--- config.mk ---
export PLATFORM = sky130hd
export DESIGN_NAME = disp_select_scan_flat
export DESIGN_NICKNAME = d
export VERILOG_FILES = /design/src/rtl/disp_select_scan_pkg.sv /design/src/rtl/disp_select_scan_if.sv /design/src/rtl/disp_select_scan_timer.sv /design/src/rtl/disp_select_scan.sv /design/src/flat_wrapper.sv
export SDC_FILE = /design/constraint.sdc
export NUM_CORES = 1
export LEC_CHECK = 0
export CAP_MARGIN = 20
export CELL_PAD_IN_SITES_DETAIL_PLACEMENT = 1
export CELL_PAD_IN_SITES_GLOBAL_PLACEMENT = 1
export CORE_MARGIN = 8
export CORE_UTILIZATION = 33
export DETAILED_ROUTE_END_ITERATION = 12
export GPL_TIMING_DRIVEN = 0
export PLACE_DENSITY = 0.93
export SETUP_SLACK_MARGIN = 0.02
export SLEW_MARGIN = 20
export SYNTH_ARGS = -nofsm -noshare
export SYNTH_HDL_FRONTEND = slang
export SYNTH_SLANG_ARGS = --single-unit
--- constraint.sdc ---
create_clock -name CLK -period 5.25 [get_ports CLK]
set_input_delay 1.05 -clock CLK [delete_from_list [all_inputs] [get_ports CLK]]
set_output_delay 1.05 -clock CLK [all_outputs]
set_load 0.005 [all_outputs]
--- src/rtl/disp_select_scan_pkg.sv ---
// Shared constants and the one-hot select decode for the display selector.
package disp_pkg;

   localparam logic MODE_MANUAL = 1'b0;
   localparam logic MODE_AUTO   = 1'b1;

   localparam int DEF_WIDTH = 32;
   localparam int DEF_NCH   = 5;
   localparam int DEF_DWELL = 50000000;

   // An empty or multi-hot select falls back to channel 0.
   function automatic logic [4:0] onehot_to_idx(input logic [31:0] v);
      logic [4:0] idx;
      int         n;
      idx = '0;
      n   = 0;
      for (int i = 0; i < 32; i++) begin
         if (v[i]) begin
            idx = 5'(i);
            n++;
         end
      end
      return (n == 1) ? idx : 5'd0;
   endfunction

endpackage

--- src/rtl/disp_select_scan_if.sv ---
// Control and data bundle between a debug source and the display selector.
// SNAP exists only when DISP_SNAPSHOT_EN is defined.
interface disp_select_scan_if #(
   parameter int WIDTH = 32,
   parameter int NCH   = 5,
   parameter int CW    = $clog2(NCH)
);
`ifdef DISP_SNAPSHOT_EN
   logic                  SNAP;
`endif
   logic [NCH-1:0]        SLCT;
   logic                  MODE;
   logic                  HOLD;
   logic [NCH*WIDTH-1:0]  DIN;
   logic [WIDTH-1:0]      Result;
   logic [CW-1:0]         CH;
   logic                  Update;

   modport master (
`ifdef DISP_SNAPSHOT_EN
      output SNAP,
`endif
      output SLCT, output MODE, output HOLD, output DIN,
      input  Result, input CH, input Update
   );

   modport slave (
`ifdef DISP_SNAPSHOT_EN
      input  SNAP,
`endif
      input  SLCT, input MODE, input HOLD, input DIN,
      output Result, output CH, output Update
   );
endinterface

--- src/rtl/disp_select_scan_timer.sv ---
// Dwell counter and channel index register with wrap; load forces a manual index.
module disp_scan_timer #(
   parameter int NCH   = 5,
   parameter int DWELL = 4,
   parameter int CW    = $clog2(NCH)
) (
   input  logic          CLK,
   input  logic          RST,
   input  logic          en,
   input  logic          clr,
   input  logic          load,
   input  logic [CW-1:0] load_idx,
   output logic [CW-1:0] ch,
   output logic [CW-1:0] ch_nxt
);
   localparam int CNT_W = (DWELL > 1) ? $clog2(DWELL) : 1;
   localparam logic [CNT_W-1:0] LAST = CNT_W'(DWELL - 1);

   logic [CNT_W-1:0] cnt;
   logic [CNT_W-1:0] cnt_nxt;

   always_comb begin
      cnt_nxt = cnt;
      ch_nxt  = ch;
      if (load)
         ch_nxt = load_idx;
      if (clr) begin
         cnt_nxt = '0;
      end else if (en) begin
         if (cnt == LAST) begin
            cnt_nxt = '0;
            ch_nxt  = (ch == CW'(NCH - 1)) ? '0 : ch + CW'(1);
         end else begin
            cnt_nxt = cnt + CNT_W'(1);
         end
      end
   end

   always_ff @(posedge CLK or negedge RST) begin
      if (!RST) begin
         cnt <= '0;
         ch  <= '0;
      end else begin
         cnt <= cnt_nxt;
         ch  <= ch_nxt;
      end
   end
endmodule

--- src/rtl/disp_select_scan.sv ---
// Registered debug-channel display selector: manual one-hot select or timed auto-scan,
// with hold and change strobe. DISP_SNAPSHOT_EN adds a SNAP-loaded shadow bank.
module disp_select_scan
   import disp_pkg::*;
#(
   parameter int WIDTH = DEF_WIDTH,
   parameter int NCH   = DEF_NCH,
   parameter int DWELL = DEF_DWELL,
   localparam int CW   = $clog2(NCH)
) (
   input  logic                CLK,
   input  logic                RST,
   disp_select_scan_if.slave   bus
);
   logic [CW-1:0]        sel_idx;
   logic [CW-1:0]        ch;
   logic [CW-1:0]        ch_nxt;
   logic                 auto;
   logic [NCH*WIDTH-1:0] src;
   logic [WIDTH-1:0]     chan [NCH];
   logic [WIDTH-1:0]     result;
   logic                 update;

   assign sel_idx = CW'(onehot_to_idx(32'(bus.SLCT)));
   assign auto    = (bus.MODE == MODE_AUTO);

   disp_scan_timer #(.NCH(NCH), .DWELL(DWELL), .CW(CW)) u_timer (
      .CLK      (CLK),
      .RST      (RST),
      .en       (auto && !bus.HOLD),
      .clr      (!auto && !bus.HOLD),
      .load     (!auto && !bus.HOLD),
      .load_idx (sel_idx),
      .ch       (ch),
      .ch_nxt   (ch_nxt)
   );

`ifdef DISP_SNAPSHOT_EN
   logic [NCH*WIDTH-1:0] shadow;

   always_ff @(posedge CLK or negedge RST) begin
      if (!RST)
         shadow <= '0;
      else if (bus.SNAP && !bus.HOLD)
         shadow <= bus.DIN;
   end

   // On the capture edge show the freshly captured value, not the stale shadow.
   assign src = (bus.SNAP && !bus.HOLD) ? bus.DIN : shadow;
`else
   assign src = bus.DIN;
`endif

   always_comb begin
      for (int i = 0; i < NCH; i++)
         chan[i] = src[i*WIDTH +: WIDTH];
   end

   always_ff @(posedge CLK or negedge RST) begin
      if (!RST) begin
         result <= '0;
         update <= 1'b0;
      end else begin
         update <= (ch_nxt != ch);
         if (!bus.HOLD)
            result <= chan[ch_nxt];
      end
   end

   assign bus.Result = result;
   assign bus.CH     = ch;
   assign bus.Update = update;
endmodule

--- src/flat_wrapper.sv ---
// flat-port wrapper written by rule: the top's interface ports become plain ports
module disp_select_scan_flat import disp_pkg::*;
#(
   parameter int WIDTH = DEF_WIDTH,
   parameter int NCH   = DEF_NCH,
   parameter int DWELL = DEF_DWELL,
   localparam int CW   = $clog2(NCH)
)
  (CLK, RST, bus_SLCT, bus_MODE, bus_HOLD, bus_DIN, bus_Result, bus_CH, bus_Update);
  disp_select_scan_if #(.WIDTH(WIDTH), .NCH(NCH)) bus_i ();
  input  logic CLK;
  input  logic RST;
  input wire logic [$bits(bus_i.SLCT)-1:0] bus_SLCT;
  input wire logic [$bits(bus_i.MODE)-1:0] bus_MODE;
  input wire logic [$bits(bus_i.HOLD)-1:0] bus_HOLD;
  input wire logic [$bits(bus_i.DIN)-1:0] bus_DIN;
  output wire logic [$bits(bus_i.Result)-1:0] bus_Result;
  output wire logic [$bits(bus_i.CH)-1:0] bus_CH;
  output wire logic [$bits(bus_i.Update)-1:0] bus_Update;
  assign bus_i.SLCT = bus_SLCT;
  assign bus_i.MODE = bus_MODE;
  assign bus_i.HOLD = bus_HOLD;
  assign bus_i.DIN = bus_DIN;
  assign bus_Result = bus_i.Result;
  assign bus_CH = bus_i.CH;
  assign bus_Update = bus_i.Update;
  disp_select_scan #(.WIDTH(WIDTH), .NCH(NCH), .DWELL(DWELL)) u_core (.CLK(CLK), .RST(RST), .bus(bus_i));
endmodule
-- Word level (Yosys, flattened, before mapping)
Index checks and enable logic that the tools add are counted.
- logic and storage cells: 42
- bits in registers: 62
- bitwise operators: 1
- reductions and logical operators: 5
- $add $sub $neg: 6
- magnitude comparators: 1
- mux-type cells: 21
- eq/ne operators: 4
- operators by type and width (operator ; number):
    $mux 32 ; 6
    $add 32x2->32 const B ; 3
    $bmux 32 s3 ; 1
    $mux 26 ; 3
    $eq 32x2->1 const B ; 1
    $add 26x1->26 const B ; 1
    $eq 26x26->1 const B ; 1
    $mux 3 ; 8
    $ge 4x4->1 const B ; 1
    $not 3->4 ; 1
    $add 3x1->3 const B ; 1
    $eq 3x3->1 const B ; 1
    $ne 3x3->1 ; 1
    $add 1x1->2 const B ; 1
    $logic_and 1x1->1 ; 2
    $logic_not 1->1 ; 2
    $mux 1 ; 2
    $mux 2 ; 1
    $reduce_bool 2->1 ; 1

-- Longest topological paths before layout
- word-level depth: 19
- gate-level depth with buffers: 16
- mapped depth without buffers: 14

-- Modules after synthesis
From an unflattened synthesis, not the netlist that was laid out.
- cell total of the unflattened synthesis: 557
- area total of the unflattened synthesis: 4762.1 um2
- modules (own cells, without submodules) (module ; instances ; seq. area each (um2) ; area an instance (um2) ; cells each):
    disp_select_scan ; 1 ; 825.8 ; 2984.1 ; 361
    disp_scan_timer ; 1 ; 725.7 ; 1778.0 ; 196

-- Worst setup path before layout
No wires, ideal clock.
- path type: input -> register
- start point: input port bus_SLCT[0]
- end point: register u_core.result[30], in the netlist u_core.bus.Result[30]
- arrival: 4.246 ns
- setup time: 0.089 ns
- stages: 16
- slack: 0.915 ns
- path through: inv_1 ha_1 clkbuf_1 xnor2_1 inv_1 ha_1 mux2_2 ha_1 xnor2_1 a311o_1 a311oi_1 a211o_1 o31a_1 clkbuf_1 a22oi_1 o211ai_1
- longest elaborated chain between the ends: 19
- ends and longest elaborated chain (what ; RTL line ; RTL):
    from (decl) ; flat_wrapper.sv:13 ; input wire logic [$bits(bus_i.SLCT)-1:0] bus_SLCT;
    $mux 1 (*) ; disp_select_scan_pkg.sv:18 ; if (v[i]) begin
    $add 1x1->2 ; disp_select_scan_pkg.sv:20 ; n++;
    $mux 32 (*) ; disp_select_scan_pkg.sv:18 ;
    $add 32x2->32 ; disp_select_scan_pkg.sv:20 ;
    $mux 32 (*) ; disp_select_scan_pkg.sv:18 ;
    $add 32x2->32 ; disp_select_scan_pkg.sv:20 ;
    $mux 32 (*) ; disp_select_scan_pkg.sv:18 ;
    $add 32x2->32 ; disp_select_scan_pkg.sv:20 ;
    [... 2 more ...] ; n/a ;
    $mux 3 (*) ; disp_select_scan_pkg.sv:23 ; return (n == 1) ? idx : 5'd0;
    $mux 3 (*) ; disp_select_scan_timer.sv:25 ; if (load)
    $mux 3 ; disp_select_scan_timer.sv:30 ; if (cnt == LAST) begin
    $mux 3 ; disp_select_scan_timer.sv:29 ; end else if (en) begin
    $mux 3 (*) ; disp_select_scan_timer.sv:27 ; if (clr) begin
    $not 3->4 (not written as such) (*) ; disp_select_scan.sv:66 ; result <= chan[ch_nxt];
    $bmux 32 s3 (*) ; disp_select_scan.sv:66 ;
    $mux 32 (not written as such) (*) (2 in series) ; disp_select_scan.sv:66 ;
    to (signal assigned) ; disp_select_scan.sv:66 ;
    to (decl) ; disp_select_scan.sv:21 ; logic [WIDTH-1:0] result;
Mark *: on every way between the ends. The rest lies on a longest branch, timed or not. The select of a mux whose other input is x is not followed.
A chain may end at the register's enable or synchronous reset.

-- Worst setup path in the final report
- start point: input port bus_SLCT[1]
- end point: register u_core.result[21], in the netlist u_core.bus.Result[21]
- longest elaborated chain between the ends: 17
- elaborated cells on any way between the ends: 21
- classes of those cells: 3 x add/sub; 1 x eq/ne; 16 x mux; 1 x bitwise
- ends and longest elaborated chain (what ; RTL line):
    $mux 32 ; disp_select_scan_pkg.sv:18
    $add 32x2->32 ; disp_select_scan_pkg.sv:20
    $mux 32 ; disp_select_scan_pkg.sv:18
    $add 32x2->32 ; disp_select_scan_pkg.sv:20
    $mux 32 ; disp_select_scan_pkg.sv:18
    $add 32x2->32 ; disp_select_scan_pkg.sv:20
    $mux 32 ; disp_select_scan_pkg.sv:18
    $eq 32x2->1 ; disp_select_scan_pkg.sv:23
    $mux 3 (*) ; disp_select_scan_pkg.sv:23
    $mux 3 (*) ; disp_select_scan_timer.sv:25
    $mux 3 ; disp_select_scan_timer.sv:30
    $mux 3 ; disp_select_scan_timer.sv:29
    $mux 3 (*) ; disp_select_scan_timer.sv:27
    $not 3->4 (not written as such) (*) ; disp_select_scan.sv:66
    $bmux 32 s3 (*) ; disp_select_scan.sv:66
    $mux 32 (not written as such) (*) (2 in series) ; disp_select_scan.sv:66
Marked as above.

==> impl_metrics.yaml <==
layout:
  drive_above_1_share_pct: 15.1
  final_common_cell: "clkdlybuf4s50_1"
  syn_to_final_growth_pct: 57.9
  final_cell_mix: "203 x clkdlybuf4s50_1, 64 x nand2_1, 62 x dfrtp_1"
  num-fill-cells: 1456
  fin_nets: 853
die:
  fp.dieW_um: 132
  core-area_mm2: 0.0132
  initial_utilization_pct: 33.8
  io-pin-count: 205
  die_area_mm2: 0.0175
  num_rows: 42
  die_height_um: 132
route:
  avgViaCountPerCell: 5.70
  drt_iter0_drc: 251
  drc: 0
  drt-total-wl_um: 20700
  vias: 4893
  antenna_left: 0
  avgRoutedWirePerCell_um: 24.2
  dr.pass1.iters: 5
worst_setup_path:
  max_stage_delay_ns: 0.52
  critPathRequiredTime_ns: 5.50
  arrival_ns: 5.30
  critPathCaptureType: "flop"
  crit_path_start_kind: "input port"
  crit_slowest_cell: "clkdlybuf4s50_1"
  critPathMaxFanout: 10
  cpMostUsedCell: "ha_1"
  worst-setup-path-type: "in -> reg"
  worstPathCellList: "clkdlybuf4s50_1 > inv_1 > ha_1 > clkbuf_1 > xnor2_2 > inv_1 > ha_1 > mux2_2 > ha_1 > xnor2_1 > a311o_1 > a311oi_1 > a211o_1 > o31a_1 > buf_4 > clkbuf_2 > a22oi_1 > o211ai_2"
  cp.buffers_inverters: 6
  path_delay_family: "compound AO/OA/AOI/OAI gates"
placement:
  pre_cts_slack_ns: -0.326
  dpl.hpwl_um: 16300
  place_congestion: 0.868
  port_buffers: 204
global_route:
  grt-busiest-layer: "met2"
  antenna_found_initial: 1
  grt_first_pass_wirelength_um: 32200
  grt_use_met3_pct: 6.52
  grt_overflow_total: 0
  grtUsageTotal_pct: 23.2
  use_met2_pct: 43.1
  grt_max_degree: 42
  grtUsageMet1_pct: 23.8
  grt_pass1_vias: 5594
yosys:
  yosysSeqAreaShare_pct: 34.8
  async_flop_share_pct: 100
  synthesis.area_mm2: 0.00445
  synthFlopType: "dfrtp_1"
  synth-seq-cells: 62
  ys_types: 54
  syn_inst: 460
  synth_enable_flop_cells: 0
  avgSynthCellArea_um2: 9.68
  synth_top_area_share_pct: 34.8
  synth_top_area_cell: "dfrtp_1"
  ys.warnings.count: 0
  synth_area_leaders: "dfrtp_1 35%, o211ai_2 7.9%, mux2_2 7.8%, mux2i_1 7.4%, a22oi_1 5.6%"
  syn-num-nets: 636
sta:
  maxSlewViolCount: 0
  worst_hold_slack_ns: 0.521
  worst_pin_slew_ns: 0.692
  timing.final.crit_share_pct: 96.2
  fin_crit_ns: 5.05
  fmax_mhz: 198
  fin_skew_ns: 0.00973
  hold_viol: 0
  relSlewSlack_pct: 53.4
  setup_viol: 0
  setup_ws_ns: 0.197
cts:
  htree_levels: 3
  cts_root_buf: "clkbuf_16"
  hold_buffers: 0
  tritoncts.num_buffers: 9
  cts_sinks: 62
  clk_latency_ns: 0.33
  clk_pin_slew_ns: 0.05
  clock_path_buffers: 2
  cts_tree: "built"
run:
  maxCapViolCount: 0
power:
  ir_drop_mv: 0.151
  power_density_mw_per_mm2: 256
  p_total_mw: 1.80
  p_leak_nw: 2.75
status:
  outcome: "finished clean"
hold_path:
  hold_class: "reg -> reg"
## report_power, final
part / total (mW) / internal, mW / switching, mW
registers: 0.595 / 0.544 / 0.0508
logic: 0.646 / 0.371 / 0.275
clock network: 0.561 / 0.340 / 0.221
## Yosys cell counts, drive strengths merged (3+ instances only)
cell / number
a21oi: 15
a22oi: 33
and2: 5
and3: 8
and4: 4
buf: 13
clkbuf: 17
dfrtp: 62
ha: 7
inv: 8
mux2: 34
mux2i: 33
nand2: 65
nand2b: 5
nand3: 10
nand4: 5
nor2: 17
nor2b: 3
nor3: 4
o211ai: 33
o21ai: 35
o31ai: 7
xnor2: 6
xor2: 4
## registers in the layout, summed over array words and instances, names as in the netlist
signal              count
u_core.u_timer.cnt     26
u_core.bus.Result      32
u_core.bus.Update       1
u_core.u_timer.ch       3
## routing by layer
metal  wire, µm  vias to the layer above  part of all wire, %
met5          0                        -                    0
met2      11100                      227                   54
li1           -                     2158                    -
met1       7460                     2461                   36
met4        707                        0                  3.4
met3       1410                       47                  6.8
## layout make-up
cell class | count | area, µm² | share of cell area [%]
timing repair buffer | 206 | 2070 | 29.4
clock inverter | 4 | 22.5 | 0.320
inverter | 8 | 30.0 | 0.427
antenna | 1 | 2.50 | 0.0356
tap | 176 | 220 | 3.13
buffer | 30 | 179 | 2.54
clock buffer | 11 | 253 | 3.59
multi-input combinational | 360 | 2710 | 38.5
sequential | 62 | 1550 | 22.1
## what timing repair did
item | 4_1_cts | 5_1_grt
setup buffers | 0 | 1
endpoints found under the setup margin | 29 | 30
gates resized for setup | 3 | 4
## cells by family after synthesis
logic type | share of synthesized area (%)
flip-flops | 34.8
XOR/XNOR | 1.97
AND/OR/NAND/NOR | 14.6
AO/OA/AOI/OAI | 25.8
multiplexers | 16.3
adder cells (fa/ha/maj) | 1.97
buffers and inverters | 4.55
## worst paths after layout
| check | from | endpoint | slack (ns) | depth (start not counted) |
|---|---|---|---|---|
| min reg2reg | u_core.u_timer.cnt[23] | u_core.u_timer.cnt[23] | 0.52 | 1 |
| min | u_core.u_timer.cnt[23] | u_core.u_timer.cnt[23] | 0.52 | 1 |
| min in group asynchronous | RST | u_core.bus.Result[8] | 0.61 | 1 |
| max in group asynchronous | RST | u_core.u_timer.ch[1] | 4.09 | 2 |
| max reg2reg | u_core.u_timer.cnt[11] | u_core.bus.Result[20] | 1.95 | 8 |
| max | bus_SLCT[1] | u_core.bus.Result[21] | 0.20 | 18 |
## through the flow
step                instance area [µm²]  TNS [ns]  utilization [%]  instances
finish                             7030         0             53.3        858
global route                       7030  -0.00890             53.3        858
detailed placement                 6730     -8.25             51.1        841
CTS                                7010         0             53.2        856
global placement                   6720     -1.91             50.9        840
floorplan                          4450         0                -        460
Note: power is estimated with default switching activity, not from simulation.
